File: src/rtl/hoaaned_pipe.sv
// hoaaned_pipe: two-stage approximate/exact adder pipeline with valid/ready handshakes.
// Define HOAANED_PIPE_ERR_MON_EN to build the approximation error monitor.
module hoaaned_pipe #(
   parameter int N    = 16,
   parameter int P    = 8,
   parameter int ERRW = 32
) (
   input  logic            clk,
   input  logic            rst_n,
   input  logic            in_valid,
   output logic            in_ready,
   input  logic [N-1:0]    in_x,
   input  logic [N-1:0]    in_y,
   input  logic            in_mode,
   output logic            out_valid,
   input  logic            out_ready,
   output logic [N:0]      out_sum,
   input  logic            err_clr,
   output logic [ERRW-1:0] err_cnt,
   output logic [N:0]      err_max
);
   logic           s1_v, s1_m, s2_v, s2_adv, c;
   logic [N-1:0]   s1_x, s1_y;
   logic [N:0]     s2_sum, ex, apx, res;
   logic [P-1:0]   lo;
   logic [N-P:0]   hi;
   assign s2_adv    = !s2_v || out_ready;
   assign in_ready  = !s1_v || s2_adv;
   assign out_valid = s2_v;
   assign out_sum   = s2_sum;
   always_comb begin
      c       = s1_x[P-1] & s1_y[P-1];
      lo      = '1;
      lo[P-1] = (c ? 1'b0 : s1_x[P-1] | s1_y[P-1]) | (s1_x[P-2] & s1_y[P-2]);
      lo[P-2] = s1_x[P-2] | s1_y[P-2];
      hi      = {1'b0, s1_x[N-1:P]} + {1'b0, s1_y[N-1:P]} + (N-P+1)'(c);
      apx     = {hi, lo};
      ex      = {1'b0, s1_x} + {1'b0, s1_y};
      res     = s1_m ? ex : apx;
   end
   always_ff @(posedge clk) begin
      if (!rst_n) begin
         s1_v   <= 1'b0;
         s2_v   <= 1'b0;
         s2_sum <= '0;
      end else begin
         if (in_ready) begin
            s1_v <= in_valid;
            s1_x <= in_x;
            s1_y <= in_y;
            s1_m <= in_mode;
         end
         if (s2_adv) begin
            s2_v <= s1_v;
            if (s1_v) s2_sum <= res;
         end
      end
   end
`ifdef HOAANED_PIPE_ERR_MON_EN
   logic       s2_apx;
   logic [N:0] s2_d, d;
   assign d = apx > ex ? apx - ex : ex - apx;
   // error distance travels with its result so the monitor updates on the output transfer
   always_ff @(posedge clk) begin
      if (s2_adv && s1_v) begin
         s2_apx <= !s1_m;
         s2_d   <= d;
      end
      if (!rst_n) begin
         err_cnt <= '0;
         err_max <= '0;
      end else if (err_clr) begin
         err_cnt <= '0;
         err_max <= '0;
      end else if (s2_v && out_ready && s2_apx) begin
         if (s2_d != '0 && !(&err_cnt)) err_cnt <= err_cnt + ERRW'(1);
         if (s2_d > err_max) err_max <= s2_d;
      end
   end
`else
   logic unused_clr;
   assign unused_clr = err_clr;
   assign err_cnt    = '0;
   assign err_max    = '0;
`endif
endmodule

File: config.mk
export PLATFORM = sky130hd
export DESIGN_NAME = hoaaned_pipe
export DESIGN_NICKNAME = d
export VERILOG_FILES = /design/src/rtl/hoaaned_pipe.sv
export SDC_FILE = /design/constraint.sdc
export NUM_CORES = 1
export LEC_CHECK = 0
export CAP_MARGIN = 10
export CORE_MARGIN = 2
export CORE_UTILIZATION = 45
export CTS_CLUSTER_SIZE = 20
export DETAILED_ROUTE_END_ITERATION = 16
export PLACE_DENSITY = 0.89
export REMOVE_ABC_BUFFERS = 1
export SETUP_SLACK_MARGIN = 0.5
export SYNTH_ARGS = -nofsm -noshare
export SYNTH_HDL_FRONTEND = slang
export SYNTH_SLANG_ARGS = --single-unit
File: constraint.sdc
create_clock -name clk -period 3.5 [get_ports clk]
set_clock_uncertainty 0.15 [all_clocks]
set_input_delay 0.7 -clock clk [delete_from_list [all_inputs] [get_ports clk]]
set_output_delay 0.7 -clock clk [all_outputs]
set_load 0.05 [all_outputs]
==> reports/summary.md <==
The synthesized design spends more area on one cell type than any other, namely sky130_fd_sc_hd__edfxtp_1. The area growth from synthesis to layout is 19.14%. After global routing the overflow that remains totals 0. The fraction of synthesized area in multiplexers is 0.006867.

The fraction of final layout cells sized beyond drive strength 1 came out at 0.05045. VDD sags by at most 180.7 uV. The share of the synthesized netlist area taken by xor and xnor gates came out at 0.02704.

Walking the worst path, the cells encountered are ha_1 > fa_1 > fa_1 > o21ai_0 > a21oi_1 > o21a_1 > a211oi_2 > and3_1 > a211oi_1. The routed design has 5.373 mm of wire. The mapped netlist covers 0.002915 mm2. STA classifies the critical path endpoint as a register. After synthesis, the largest family of logic cells by area is compound AO/OA/AOI/OAI gates. The portion of synthesized cell area occupied by the leading cell type came out at 0.3399. The worst register-to-register path has a setup slack of 0.73 ns. The run gives 2047 as the via count of the first global-routing pass.

STA classifies the critical path startpoint as a register. In this run the number of H-tree levels came out at 2. Pin placement for this block handled 106 I/O pins. The detail route stage leaves a number of antenna-violating nets equal to 0.

The die span in x is 84.49 um. The number of storage elements in the synthesis netlist is 52. Type of the setup path with the least slack: reg -> reg. The number of antenna violations at the first check in global routing was 0. The logs give 0.5501 for the final design utilization and 1.394 nW for the leakage power of the design. The post-synthesis share of cell area spent on and, or, nand and nor gates came out at 0.1146. Average wire per cell in the routed design: 12.98 um. The worst min-delay path class was reg -> reg. Clock-pin slew was measured on the worst setup and hold paths at 0.09 ns.

Adding up every negative setup slack in the final design gives 0 ns. Power consumption: 0.001500 W. The slowest stage of the critical path is the sky130_fd_sc_hd__fa_1 cell. The tools report the final setup violation count as 0.

The flow ran to the end, and the final reports show no timing, DRC or antenna violations. The floorplan has 29 rows. The via density per instance came out at 5.051. In this run the cell area measured after placement is 0.003381 mm2. In the synthesized netlist, the number of instances is 279.

The total count of max-transition violations in the final report came out at 0. Of all nets on the critical path, the largest fanout is 4. For this design the ratio of total power to cell area is 431.9 mW/mm2.

The async set or reset register ratio after synthesis is 0, and the met2 routed wirelength is 2.634 mm. Compound-gate portion of the synthesized area: 0.1442. Setup repair after global routing left no endpoint under its margin. The library cell used most frequently in the layout, excluding fill and tap cells, is sky130_fd_sc_hd__clkdlybuf4s50_1.

The final net count is 394. For the initial core utilization, the log shows 0.4618. By area the synthesized netlist is led by sky130_fd_sc_hd__edfxtp_1 34%, sky130_fd_sc_hd__dfxtp_1 13%, sky130_fd_sc_hd__buf_4 13%. At the pin with the least slew margin, the transition time is 0.5396 ns. At the worst endpoint, the required time is 3.54 ns. Measured along the y axis, the die boundary spans 84.49 um.

The number of flops mapped to enable cells by yosys was 33; the total clock sinks was 52. Among the stages of the critical path, the cell type that occurs most often is sky130_fd_sc_hd__fa_1. The logs give 0.006314 mm2 for the area inside the core boundary and 0.6391 for the headroom to the max-slew limit. The logs give 0 for the count of synthesis-stage warnings from yosys and 4 for the detailed-routing iteration count for the pre-antenna-repair pass. Across the run, the number of max-cap violations was 0. Predominant post-synthesis flop cell: sky130_fd_sc_hd__edfxtp_1. Averaged over all synthesized cells, the footprint is 10.45 um2. The routed via count came out at 2091. In this run the clock root is driven by a sky130_fd_sc_hd__clkbuf_8.

Synthesized-area fraction occupied by adder cells: 0.09356. The sequential area share after synthesis was 0.4704; the total met3 wirelength after detailed routing was 375 um. The final routed DRC violation total was 0. The achievable frequency came out at 360.7 MHz. Hold repair after CTS inserted 0 buffers. Summing all non-filler instances in the final layout gives an area of 0.003473 mm2. Port buffering added 55 buffers. The logs give 8.990 mm for the global-route wire length before repair and 0 for the number of diodes. Routability-driven placement finished with a final weighted congestion of 0.7968.

The number of distinct library cell variants in the gate-level netlist after synthesis is 47, and the longest individual stage delay on the worst path is 0.45 ns. The run gives 5 as the number of CTS-inserted buffers. TritonCTS built the clock tree. For the area of the die, the log shows 0.007139 mm2. The run gives 0.30 ns as the latest clock arrival within the worst-skew pair. The clock period could shrink to 2.772 ns.

Counting along the longest clock path gives a buffer depth of 2. The aggregate global-route resource usage was 0.1542. The top cell types in the final layout, fill and taps aside, are 54 x sky130_fd_sc_hd__clkdlybuf4s50_1, 49 x sky130_fd_sc_hd__conb_1, 33 x sky130_fd_sc_hd__edfxtp_1.

Highest routed metal layer: met4. The final clock period utilization by the worst path is 0.7920. The data arrival time at the worst-slack endpoint is 2.81 ns, and the number of violations reported at the end of detailed-routing iteration 0 is 167. The total count of hold-check failures in the final report was 0; the largest net degree at the start of global routing was 34. For the estimated wirelength of the detail-placed design, the log shows 4.103 mm.

In the final routing, the length of wire on met1 measures 2.286 mm.
-- cell usage after synthesis, types with 2 or more instances --
master / instances
sky130_fd_sc_hd__and3_1: 4
sky130_fd_sc_hd__nand3_1: 3
sky130_fd_sc_hd__nand2_1: 17
sky130_fd_sc_hd__ha_1: 17
sky130_fd_sc_hd__a21o_1: 4
sky130_fd_sc_hd__nor2_1: 19
sky130_fd_sc_hd__xnor2_1: 5
sky130_fd_sc_hd__a21oi_1: 20
sky130_fd_sc_hd__dfxtp_1: 19
sky130_fd_sc_hd__mux2i_1: 2
sky130_fd_sc_hd__edfxtp_1: 33
sky130_fd_sc_hd__a31o_2: 2
sky130_fd_sc_hd__clkbuf_1: 6
sky130_fd_sc_hd__fa_1: 3
sky130_fd_sc_hd__inv_1: 5
sky130_fd_sc_hd__o21ai_1: 2
sky130_fd_sc_hd__xor2_1: 4
sky130_fd_sc_hd__nor3_1: 6
sky130_fd_sc_hd__buf_4: 49
sky130_fd_sc_hd__nor2b_1: 4
sky130_fd_sc_hd__o31ai_1: 2
sky130_fd_sc_hd__or3_1: 3
sky130_fd_sc_hd__nor3b_1: 5
sky130_fd_sc_hd__a211oi_1: 2
sky130_fd_sc_hd__o21ai_0: 21
-- cells by family (layout without fill, tap and decap cells) --
kind of cell    Yosys count  count (layout)
compound gates           67              67
xor+xnor                  9               9
fa+ha+maj                20              20
buf+inv                  61              71
flops                    52              52
mux                       2               2
other cells               1              49
simple gates             67              67
-- critical path, delay by kind of cell (launching register included) --
kind	cells	cell delay, ns
compound gates	5	0.83
fa+ha+maj	3	1.10
flops	1	0.37
simple gates	1	0.21
-- final cells by class --
type / instances / area (um2)
repair buffers: 58 / 575.6
well taps: 77 / 96.34
inverters: 5 / 18.77
fillers: 566 / 2840
clock buffers: 8 / 90.09
flip-flops and latches: 52 / 1371
multi-input cells: 214 / 1321
-- final timing paths --
path,startpoint,cells after the start,to
setup / recovery,s1_x[7],9,out_sum[16]
hold / removal,out_sum[11],2,out_sum[11]
setup reg to reg,s1_x[7],9,out_sum[16]
hold reg to reg,out_sum[11],2,out_sum[11]
-- through the flow --
| stage | setup WS (ns) | hold slack, ns | std cells |
|---|---|---|---|
| finish | 0.7279 | 0.3407 | 414 |
| global route | 0.5064 | 0.3735 | 414 |
| CTS | 0.5203 | 0.3434 | 414 |
| detailed placement | 0.5238 | 0.3323 | 406 |
| global placement | 0.5175 | 0.3229 | 406 |
| floorplan | 0.4551 | 0.3574 | 271 |
-- layer usage --
| layer | GRT usage | up-vias |
|---|---|---|
| met1 | 0.1846 | 971 |
| li1 | - | 1013 |
| met2 | 0.2763 | 99 |
| met3 | 0.03638 | 8 |
| met5 | 0 | - |
| met4 | 0.04329 | 0 |
-- timing repair --
| item | in CTS | in global routing |
|---|---|---|
| setup buffers | 0 | 0 |
| setup endpoints to repair | 0 | 1 |
| gates resized for setup | 0 | 1 |
-- state kept, by name, summed over array words and instances (netlist names) --
name,count
out_valid,1
out_sum,17
s1_v,1
s1_x,16
s1_m,1
s1_y,16
-- power breakdown --
part	internal (W)	switching, W
clock	0.000162	0.000183
sequential	0.000694	0.0000213
combinational	0.000141	0.000300
Power figures use the tool's default switching activity.
